File: config.mk
export PLATFORM = sky130hd
export DESIGN_NAME = adder_pipe
export DESIGN_NICKNAME = d
export VERILOG_FILES = /design/src/rtl/adder_pipe.sv
export SDC_FILE = /design/constraint.sdc
export NUM_CORES = 1
export LEC_CHECK = 0
export CORE_MARGIN = 2
export CORE_UTILIZATION = 40
export CTS_CLUSTER_SIZE = 28
export DETAILED_ROUTE_END_ITERATION = 7
export GPL_ROUTABILITY_DRIVEN = 0
export PLACE_DENSITY = 0.67
export SETUP_SLACK_MARGIN = 0.15
export SLEW_MARGIN = 30
export SYNTH_ARGS = -nofsm -noshare
export SYNTH_HDL_FRONTEND = slang
export SYNTH_SLANG_ARGS = --single-unit
File: constraint.sdc
create_clock -name clk -period 2.3 [get_ports clk]
set_clock_uncertainty 0.05 [all_clocks]
set_input_delay 0.345 -clock clk [delete_from_list [all_inputs] [get_ports clk]]
set_output_delay 0.345 -clock clk [all_outputs]
set_load 0.05 [all_outputs]
File: src/rtl/adder_pipe.sv
// Pipelined unsigned adder with valid/ready flow control: each stage adds one
// WIDTH/STAGES-bit segment. Define ADDER_PIPE_SAT_EN to saturate the result on carry-out.
module adder_pipe #(
    parameter int WIDTH  = 8,
    parameter int STAGES = 2
) (
    input  logic             clk,
    input  logic             rst,
    input  logic             in_valid,
    output logic             in_ready,
    input  logic [WIDTH-1:0] in1,
    input  logic [WIDTH-1:0] in2,
    input  logic             cin,
    output logic             out_valid,
    input  logic             out_ready,
    output logic [WIDTH-1:0] out,
    output logic             cout
);

    localparam int SEG = WIDTH / STAGES;

    logic [STAGES-1:0] r_full;
    logic [STAGES-1:0] r_carry;
    logic [WIDTH-1:0]  r_sum [STAGES];
    logic [WIDTH-1:0]  r_opa [STAGES];
    logic [WIDTH-1:0]  r_opb [STAGES];

    logic [STAGES-1:0] w_ready;
    logic [STAGES-1:0] w_src_full;
    logic [STAGES-1:0] w_src_c;
    logic [WIDTH-1:0]  w_src_a    [STAGES];
    logic [WIDTH-1:0]  w_src_b    [STAGES];
    logic [WIDTH-1:0]  w_src_sum  [STAGES];
    logic [WIDTH-1:0]  w_sum_next [STAGES];
    logic [SEG:0]      w_seg      [STAGES];

    // Operands are shifted down one segment per stage, so every stage adds bits [SEG-1:0].
    for (genvar k = 0; k < STAGES; k++) begin : g_stage
        if (k == 0) begin : g_first
            assign w_src_full[k] = in_valid;
            assign w_src_c[k]    = cin;
            assign w_src_a[k]    = in1;
            assign w_src_b[k]    = in2;
            assign w_src_sum[k]  = '0;
        end else begin : g_next
            assign w_src_full[k] = r_full[k-1];
            assign w_src_c[k]    = r_carry[k-1];
            assign w_src_a[k]    = r_opa[k-1];
            assign w_src_b[k]    = r_opb[k-1];
            assign w_src_sum[k]  = r_sum[k-1];
        end

        // A stage can load when it is empty or its content moves on this cycle.
        if (k == STAGES - 1) begin : g_last_ready
            assign w_ready[k] = !r_full[k] || out_ready;
        end else begin : g_mid_ready
            assign w_ready[k] = !r_full[k] || w_ready[k+1];
        end

        assign w_seg[k] = {1'b0, w_src_a[k][SEG-1:0]} + {1'b0, w_src_b[k][SEG-1:0]}
                        + (SEG+1)'(w_src_c[k]);
        assign w_sum_next[k] = w_src_sum[k] | (WIDTH'(w_seg[k][SEG-1:0]) << (k * SEG));
    end

    // NOTE: state registers use non-blocking assignments so every stage samples
    // its upstream neighbour's pre-edge value; blocking here would collapse the pipe.
    always_ff @(posedge clk) begin
        if (rst) begin
            // NOTE: data registers are reset too, so out/cout read 0 after reset
            // and no value from a discarded transaction stays visible.
            for (int k = 0; k < STAGES; k++) begin
                r_full[k]  <= 1'b0;
                r_carry[k] <= 1'b0;
                r_sum[k]   <= '0;
                r_opa[k]   <= '0;
                r_opb[k]   <= '0;
            end
        end else begin
            for (int k = 0; k < STAGES; k++) begin
                if (w_ready[k]) begin
                    r_full[k] <= w_src_full[k];
                    if (w_src_full[k]) begin
                        r_sum[k]   <= w_sum_next[k];
                        r_carry[k] <= w_seg[k][SEG];
                        r_opa[k]   <= w_src_a[k] >> SEG;
                        r_opb[k]   <= w_src_b[k] >> SEG;
                    end
                end
            end
        end
    end

    assign in_ready  = w_ready[0] && !rst;
    assign out_valid = r_full[STAGES-1];
    assign cout      = r_carry[STAGES-1];

`ifdef ADDER_PIPE_SAT_EN
    assign out = r_carry[STAGES-1] ? '1 : r_sum[STAGES-1];
`else
    assign out = r_sum[STAGES-1];
`endif

endmodule

# Word-level counts from Yosys, hierarchy flattened
# Memory sizes are Yosys's and may differ from the RTL's.
# Index checks and enable logic that the tools add are counted.
# Widths: inputs -> output; s select.
[classes]
n_addsub = 4
muxes = 16
bitwise_logic = 7
n_reduce_logical = 8
[ops]
columns = ["operator", "n"]
rows = [
  ["$mux 4", 4],
  ["$mux 8", 2],
  ["$add 4x4->5", 2],
  ["$add 5x1->5", 2],
  ["$mux 1", 10],
  ["$or 8x8->8", 1],
  ["$or 1x1->1", 6],
  ["$reduce_and 2->1", 2],
  ["$logic_not 1->1", 3],
  ["$logic_or 1x1->1", 2],
  ["$logic_and 1x1->1", 1],
]
[totals]
regBits = 4
mem_bits_rw = 32
input_bits = 21
output_inout_bits = 11
word_cells = 42
mem_count = 3
[memory_table]
columns = ["name", "depth", "word_bits", "read_ports", "rd_ports_with_merged_regs", "wr", "line", "text"]
rows = [
  ["r_sum", 2, 8, 2, 0, 2, "24", "logic [WIDTH-1:0] r_sum [STAGES];"],
  ["r_opa", 2, 4, 1, 0, 2, "25", "logic [WIDTH-1:0] r_opa [STAGES];"],
  ["r_opb", 2, 4, 1, 0, 2, "26", "logic [WIDTH-1:0] r_opb [STAGES];"],
]

# Depth between registers and ports, before layout
# Gate-level depths: netlist of the first run.
[logic_depth]
ltp_word = 7
depth_mapped = 7
mapped_depth_nobuf = 7

# Least setup slack after synthesis of the first run
# No wires, ideal clock.
[synth_path]
path_kind = "flip-flop to output port"
start = "register r_full[1]"
end = "output port in_ready"
t_arrival_ns = 1.351
required_time_ns = 1.905
setup_slack_ns = 0.554
stages_incl_launch_ff = 4
path_buffers = 0
cell_sequence = "dfxtp_1 > nand2b_4 > nor2_2 > nor2_1"
[synth_between]
elab_chain_len = 4
[synth_lines]
columns = ["item", "line", "text"]
rows = [
  ["from (decl)", "22", "logic [STAGES-1:0] r_full;"],
  ["from (signal, indexed assignment)", "81", "r_full[k] <= w_src_full[k];"],
  ["$logic_not 1->1", "55", "assign w_ready[k] = !r_full[k] || out_ready;"],
  ["$logic_or 1x1->1", "55", ""],
  ["$logic_or 1x1->1", "57", "assign w_ready[k] = !r_full[k] || w_ready[k+1];"],
  ["$logic_and 1x1->1", "93", "assign in_ready = w_ready[0] && !rst;"],
  ["to (decl)", "10", "output logic in_ready,"],
]
# No other way between the ends.

# Worst setup path in the final report of the first run
[layout_path]
start = "register r_carry[0]"
end = "register r_carry[1]"
[layout_between]
elab_chain_len = 1
[layout_lines]
columns = ["item", "line", "text"]
rows = [
  ["from (decl)", "23", "logic [STAGES-1:0] r_carry;"],
  ["from (signal, indexed assignment)", "84", "r_carry[k] <= w_seg[k][SEG];"],
  ["$add 5x1->5", "61", "+ (SEG+1)'(w_src_c[k]);"],
]
# No other way between the ends.
# A chain may end at the register's enable or synchronous reset.

==> results_tabular.tex, run 1 <==
\begin{tabular}{lr}
\hline
Metric & Value \\
\hline
\multicolumn{2}{l}{\textbf{Clock network}} \\
Clock network latency to the later pin of the worst-skew pair & around 310 ps \\
CTS Buffer Depth & 2 \\
Clock H-tree levels & 1 \\
Number of hold buffers added after cts & 0 \\
\# resized after CTS & 0 \\
Sinks on Clock Net & 24 \\
Clock transition at the registers of the reported paths & around 120 ps \\
Number of buffers added by the clock tree synthesis step & 3 \\
Cell at the root of the clock tree & clkbuf\_4 \\
TritonCTS clock tree & built \\
Post-CTS setup buffer count & 0 \\
\multicolumn{2}{l}{\textbf{Hold path}} \\
Hold Path Stages & 2 \\
Worst min-delay path class & register to register \\
\multicolumn{2}{l}{\textbf{STA}} \\
Setup tns final & 0 ps \\
Worst Tran Pin Value & 567 ps \\
Final period util & 0.832 \\
Min cycle time layout & between 1500 and 2000 ps \\
Peak Freq & around 520 MHz \\
Number of setup violations in the final report & 0 \\
Relative slew margins & 0.620 \\
Number of failing hold endpoints at the final stage & 0 \\
Unrepaired setup endpoints after global routing & false \\
Pins Over Slew Limit & 0 \\
\multicolumn{2}{l}{\textbf{Global route}} \\
Global-route track usage on met1 & 0.120 \\
Global-route usage over all layers & 0.106 \\
GR Layer Usage met3 & 0.0216 \\
Largest net degree at the start of global routing & 14 \\
Number of antenna violations at the first check in global routing & 0 \\
Wire length of the first global-routing pass & between 2000 and 3000 µm \\
Gr ovfl total & 0 \\
GR Util met2 & 0.177 \\
GR peak layer & met2 \\
Via count of the first global-routing pass & 725 \\
\multicolumn{2}{l}{\textbf{Yosys}} \\
Cell count after synthesis & around 110 \\
Area share of and/or/nand/nor cells after synthesis & 0.187 \\
Total nets after synthesis & roughly 140 \\
Register bit count reported by yosys & 24 \\
Dominant combinational cell family by area after synthesis & simple AND/OR/NAND/NOR gates \\
Syn Std Cell Area & approximately 1300 µm² \\
Portion of the post-synthesis area used by sequential elements & 0.539 \\
Syn avg cell area & approximately 12 µm² \\
Adder-cell share of the synthesized area & 0.123 \\
Post-synthesis cell type count & 27 \\
Compound-Gate Fraction of Synth Area & 0.0535 \\
Number of warnings issued by yosys & 0 \\
Multiplexer share of the synthesized area & 0 \\
Xor/xnor share of the synthesized area & 0.00693 \\
\multicolumn{2}{l}{\textbf{Routing}} \\
WL/cell & about 9.8 µm \\
Total length of routed wires & $\sim$1700 µm \\
Number of design-rule violations left by the first detailed-router iteration & 10 \\
Number of DRC violations after detailed routing & 0 \\
Vias per Instance & about 4.4 \\
DRT Pass-1 Iters & 4 \\
Total number of vias & 769 \\
Antenna Nets Post-Route & 0 \\
\multicolumn{2}{l}{\textbf{Critical path}} \\
Cell-by-cell trace of the critical path & inv\_1 > fa\_1 > fa\_1 > nor2b\_1 > o21ai\_0 > a211oi\_1 \\
Number of buffer and inverter instances along the worst setup path & 1 \\
Data arrival time of the critical path & approximately 2100 ps \\
Startpoint type of the worst setup path & register \\
Register-to-register setup slack & between 300 and 400 ps \\
Critical Path RT & 2480 ps \\
Number of cell instances on the worst register-to-register path & 6 \\
Highest fanout seen on the critical path & 2 \\
Family with the most delay on the worst path & adder cells \\
Kind of capture point of the worst setup path & register \\
Critical Path Max Stage Delay & 470 ps \\
Critical Path Stages & 6 \\
Cell with the largest stage delay on the worst path & fa\_1 \\
Cell repeated most along the worst path & fa\_1 \\
Critical path type & register to register \\
\multicolumn{2}{l}{\textbf{Die}} \\
Initial Utilization & 0.417 \\
Die footprint & $\sim$3600 µm² \\
Overall die width & about 60 µm \\
Number of rows created at floorplan & 20 \\
Placeable core region & 3030 µm² \\
Number of I/O pins & 32 \\
Floorplan die height & 60.2 µm \\
\multicolumn{2}{l}{\textbf{Finish}} \\
Area delta synth->final & 27.5\% \\
Share of post-route cells with drive strength above 1 & 0.106 \\
Number of fill cells & between 200 and 300 \\
Most common cell after layout, fill and taps aside & clkdlybuf4s50\_1 \\
Final \#Nets & $\sim$160 \\
Highest-count cells in the layout ignoring fill and taps & clkdlybuf4s50\_1 (30), edfxtp\_1 (20), and2\_1 (13) \\
Number of antenna diodes & 0 \\
Core Util, Final & 0.532 \\
\multicolumn{2}{l}{\textbf{Run status}} \\
Run status & finished, final reports clean \\
\multicolumn{2}{l}{\textbf{Power and ir drop}} \\
Peak supply drop & roughly 0.0002 V \\
Static leakage & roughly 0.63 nW \\
Power per cell area & $\sim$590 nW/µm² \\
\multicolumn{2}{l}{\textbf{Job}} \\
Max-cap violation count & 0 \\
\multicolumn{2}{l}{\textbf{Placement}} \\
Buffers on Ports & 31 \\
Estimated wirelength of the detail-placed design & $\sim$1400 µm \\
\hline
\end{tabular}
[routing by layer]
metal | routed length [µm] | vias to the layer above
met5 | 0 | -
met4 | 46 | 0
met3 | 112 | 5
met2 | 796 | 27
met1 | 766 | 341
li1 | - | 396
[final timing paths]
path / start / end
worst max-delay path: r_carry[0] / r_carry[1]
worst min-delay path: r_carry[0] / r_carry[0]
worst max register to register: r_carry[0] / r_carry[1]
worst min register to register: r_carry[0] / r_carry[0]
[synthesized netlist by cell type]
master	number	area, µm²
xor2_1	1	8.76
nand2_1	1	3.75
nor3b_2	1	12.5
o21a_1	2	15.0
buf_6	1	11.3
edfxtp_1	20	601
nor2_1	9	33.8
ha_1	6	75.1
o21ai_0	3	15.0
buf_2	1	5.00
nor3_2	2	20.0
dfxtp_1	4	80.1
nand2b_4	1	13.8
a211oi_1	2	15.0
or3_1	1	6.26
fa_1	4	80.1
nor2_2	1	6.26
inv_2	1	3.75
and2_1	13	81.3
a21o_1	1	7.51
nor3_1	3	15.0
inv_1	8	30.0
nand2b_1	2	12.5
a21oi_1	3	15.0
nor2b_1	5	31.3
clkbuf_2	1	5.00
buf_4	8	60.1
[layout make-up]
| cell class | instances | area [µm²] | area share |
|---|---|---|---|
| clock buffer | 3 | 22.5 | 0.0140 |
| clock inverter | 1 | 3.75 | 0.00233 |
| inverter | 9 | 33.8 | 0.0210 |
| sequential | 24 | 681 | 0.422 |
| timing repair buffer | 34 | 343 | 0.213 |
| multi-input combinational | 61 | 473 | 0.293 |
| tap | 44 | 55.1 | 0.0342 |
[state kept, by name, summed over array words and instances (netlist names)]
register and count:
r_opa 4, r_sum 12, r_carry 2, r_opb 4
r_full 2
[worst reg2reg max path, delay by kind of cell, from the launching register on]
kind | cells | cell delay, ps
buf+inv | 1 | 60
simple gates | 1 | 190
fa+ha+maj | 2 | 870
flops | 1 | 330
compound gates | 2 | 330
[metrics by stage]
step | std cells | hold WS, ps | cell area, µm² | setup slack, ps | power (mW)
after floorplan | 105 | 416 | 1260 | 554 | 0.703
after global placement | 172 | 443 | 1580 | 129 | 0.769
after detailed placement | 172 | 442 | 1580 | 80.9 | 0.775
after CTS | 176 | 461 | 1610 | 375 | 0.951
after global routing | 176 | 486 | 1610 | 257 | 0.986
final | 176 | 461 | 1610 | 385 | 0.945
[power breakdown]
| group | leakage (nW) | switching (mW) | internal [mW] |
|---|---|---|---|
| combinational | 0.367 | 0.130 | 0.107 |
| sequential | 0.250 | 0.0115 | 0.514 |
| clock | 0.0154 | 0.119 | 0.0635 |
| total | 0.632 | 0.260 | 0.684 |
[kinds of logic after synthesis]
family          after synthesis
compound gates               11
xor+xnor                      1
fa+ha+maj                    10
buf+inv                      20
flops                        24
simple gates                 39
(Power assumes the default switching activity.)
==> run 2: changes to the inputs <==
==> constraint.sdc (replaced) <==
create_clock -name clk -period 1.9 [get_ports clk]
set_clock_uncertainty 0.05 [all_clocks]
set_input_delay 0.285 -clock clk [delete_from_list [all_inputs] [get_ports clk]]
set_output_delay 0.285 -clock clk [all_outputs]
set_load 0.05 [all_outputs]
==> run 2 against run 1 <==
Compared with the run above: via count grew 6.4%; sequential share of layout area shrank 1.8 points; hold slack worse by 26 ps; clock power rose by 43%; fmax increased by 11%; highest routed layer unchanged; wire length is 15% higher; critical path type unchanged; flip-flop and latch count is the same; largest cell class unchanged; cell area grew 4.5%.
==> results_tabular.tex, run 2 (synthesis results as in run 1) <==
\begin{tabular}{lr}
\hline
Metric & Value \\
\hline
\multicolumn{2}{l}{\textbf{Clock network}} \\
Clock network latency to the later pin of the worst-skew pair & 300 ps (about the same) \\
Number of buffers added by the clock tree synthesis step & 3 (unchanged) \\
Clock H-tree levels & 1 (unchanged) \\
Sinks on Clock Net & 24 (unchanged) \\
CTS Buffer Depth & 2 (unchanged) \\
TritonCTS clock tree & built \\
Cell at the root of the clock tree & clkbuf\_4 \\
Clock transition at the registers of the reported paths & 130 ps (about the same) \\
\multicolumn{2}{l}{\textbf{Power and ir drop}} \\
Power per cell area & 708 nW/µm² (+21\%) \\
Switching Power & 324 µW (+24\%) \\
Peak supply drop & 0.000297 V (+52\%) \\
Clk pwr share & 0.219 (+0.026) \\
Part of the power in registers & 0.533 (-0.023) \\
Static leakage & 0.723 nW (+14\%) \\
Combinational cell fraction of total power & 0.248 (-0.003) \\
Switching part of the total power & 0.271 (-0.00416) \\
Internal power of the cells & 869 µW (+27\%) \\
\multicolumn{2}{l}{\textbf{Global route}} \\
Global-route usage over all layers & 0.124 (+0.0184) \\
Number of antenna violations at the first check in global routing & 0 (unchanged) \\
Via count of the first global-routing pass & 825 (+14\%) \\
Gr ovfl total & 0 (unchanged) \\
Largest net degree at the start of global routing & 14 (unchanged) \\
Wire length of the first global-routing pass & 3360 µm (+20\%) \\
\multicolumn{2}{l}{\textbf{Critical path}} \\
Startpoint type of the worst setup path & register \\
Kind of capture point of the worst setup path & register \\
Register-to-register setup slack & 180 ps (-210 ps) \\
Highest fanout seen on the critical path & 2 (unchanged) \\
Critical R2R Launch & r\_opa[0][0] \\
Critical Path RT & 2080 ps (-400 ps) \\
Number of cell instances on the worst register-to-register path & 6 (unchanged) \\
Data arrival time of the critical path & 1900 ps (-200 ps) \\
RR Endpoint & r\_carry[1] \\
Critical path type & register to register \\
\multicolumn{2}{l}{\textbf{Job}} \\
Max-cap violation count & 0 (unchanged) \\
\multicolumn{2}{l}{\textbf{Finish}} \\
Final \#Nets & 170 (+3.7\%) \\
Highest-count cells in the layout ignoring fill and taps & edfxtp\_1 (20), clkdlybuf4s50\_1 (17), and2\_1 (13) \\
Number of antenna diodes & 0 (unchanged) \\
Largest register by flop count & r\_sum \\
Most common cell after layout, fill and taps aside & edfxtp\_1 \\
Core Util, Final & 0.556 (+0.0240) \\
Number of fill cells & 270 (-2.2\%) \\
Largest registers & r\_sum: 12 flops, r\_opa: 4 flops, r\_opb: 4 flops \\
Max reg flops & 12 (unchanged) \\
Cell area after layout & 1680 µm² (+4.5\%) \\
Area delta synth->final & 33.3\% \\
Share of post-route cells with drive strength above 1 & 0.217 (+0.111) \\
\multicolumn{2}{l}{\textbf{STA}} \\
Number of failing hold endpoints at the final stage & 0 (unchanged) \\
Number of setup violations in the final report & 0 (unchanged) \\
Pins Over Slew Limit & 0 (unchanged) \\
Worst Slack Setup Final & 178 ps (-207 ps) \\
Min cycle time layout & 1720 ps (-193 ps) \\
Final period util & 0.906 (+0.0738) \\
Worst Tran Pin Value & 532 ps (-35.9 ps) \\
Unrepaired setup endpoints after global routing & true \\
Relative slew margins & 0.644 (+0.0240) \\
Peak Freq & 581 MHz (+11\%) \\
\multicolumn{2}{l}{\textbf{Hold path}} \\
Hold EP & r\_sum[0][0] \\
Hold Path Origin & in1[0] \\
Hold Path Stages & 3 (+1) \\
Worst min-delay path class & primary input to register \\
\multicolumn{2}{l}{\textbf{Routing}} \\
Number of DRC violations after detailed routing & 0 (unchanged) \\
Vias per Instance & 4.49 (+2.9\%) \\
Total number of vias & 818 (+6.4\%) \\
Total length of routed wires & 1990 µm (+15\%) \\
Number of design-rule violations left by the first detailed-router iteration & 10 (unchanged) \\
Antenna Nets Post-Route & 0 (unchanged) \\
WL/cell & 10.9 µm (+12\%) \\
DRT Pass-1 Iters & 4 (unchanged) \\
\multicolumn{2}{l}{\textbf{Placement}} \\
Total cell area at the placement stage & 1620 µm² (+2.4\%) \\
Estimated wirelength of the detail-placed design & 1590 µm (+11\%) \\
Worst setup slack after placement & -231 ps (-312 ps) \\
Buffers on Ports & 31 (unchanged) \\
\multicolumn{2}{l}{\textbf{Run status}} \\
Run status & finished, final reports clean \\
\multicolumn{2}{l}{\textbf{Die}} \\
Floorplan die height & 60.2 µm (unchanged) \\
Die footprint & 3620 µm² (unchanged) \\
Initial Utilization & 0.417 (unchanged) \\
Placeable core region & 3030 µm² (unchanged) \\
Overall die width & 60.2 µm (unchanged) \\
Number of rows created at floorplan & 20 (unchanged) \\
Number of I/O pins & 32 (unchanged) \\
\hline
\end{tabular}
-- run 2: cell count changes in the layout (fill, tap and decap cells not counted), moves of 2 or more --
cell	before	now
nor2b_2	0	2
buf_4	3	9
fa_2	0	4
o21ai_0	3	1
nor2b_1	5	3
dlygate4sd2_1	0	10
o21ai_1	0	2
clkdlybuf4s50_1	30	17
dlymetal6s2s_1	0	3
fa_1	4	0
-- run 2: per-stage QoR --
stage          hold slack, ps  total power [mW]  setup TNS (ps)  std cells
2_1_floorplan             356             0.851               0        105
3_3_place_gp              444             0.939           -2920        177
3_5_place_dp              455             0.948           -3430        177
4_1_cts                   474              1.20               0        181
5_1_grt                   451              1.25               0        182
6_report                  435              1.19               0        182
-- run 2: how the worst max path moves through the flow --
stage	startpoint	cells after the start	to	slack [ps]
2_1_floorplan	r_carry[0]	6	r_carry[1]	190
3_3_place_gp	out_ready	5	r_sum[0][9]	-190
3_5_place_dp	out_ready	5	r_opb[0][3]	-230
4_1_cts	r_carry[0]	6	r_carry[1]	100
5_1_grt	r_opa[0][0]	6	r_carry[1]	80
6_report	r_opa[0][0]	6	r_carry[1]	180
-- run 2: layer usage --
layer	vias to the layer above	track usage	routed length, µm
met5	-	0	0
met4	0	0.0476	27
met3	2	0.0281	125
met2	31	0.225	1020
met1	376	0.140	817
li1	409	-	-
-- run 2: critical path: stages, from the launching register on --
cell and delay [ps]:
edfxtp_1 370, inv_2 50, fa_2 400, fa_2 360
nor2b_2 150, o21ai_1 70, a211oi_1 210
-- run 2: final cells by class --
cell class                 count  area (µm²)  share of cell area
sequential                    24         681               0.404
multi-input combinational     61         495               0.294
timing repair buffer          40         383               0.227
tap                           44        55.1              0.0327
clock buffer                   4        36.3              0.0215
inverter                       9        33.8              0.0201
-- run 2: repair_timing --
| action | 4_1_cts | 5_1_grt |
|---|---|---|
| setup endpoints to repair | 26 | 8 |
| hold buffers | 0 | 0 |
| setup buffers | 0 | 1 |
| resized for setup | 15 | 10 |
| pin swaps | 0 | 7 |
| hold endpoints to repair | 0 | 0 |
-- run 2: power by group through the flow --
stage                     Sequential (mW)  Combinational, mW  Clock, mW
after floorplan                     0.654              0.197          0
after global placement              0.647              0.292          0
after detailed placement            0.649              0.299          0
after CTS                           0.636              0.293      0.267
after global routing                0.641              0.324      0.284
final                               0.635              0.296      0.261
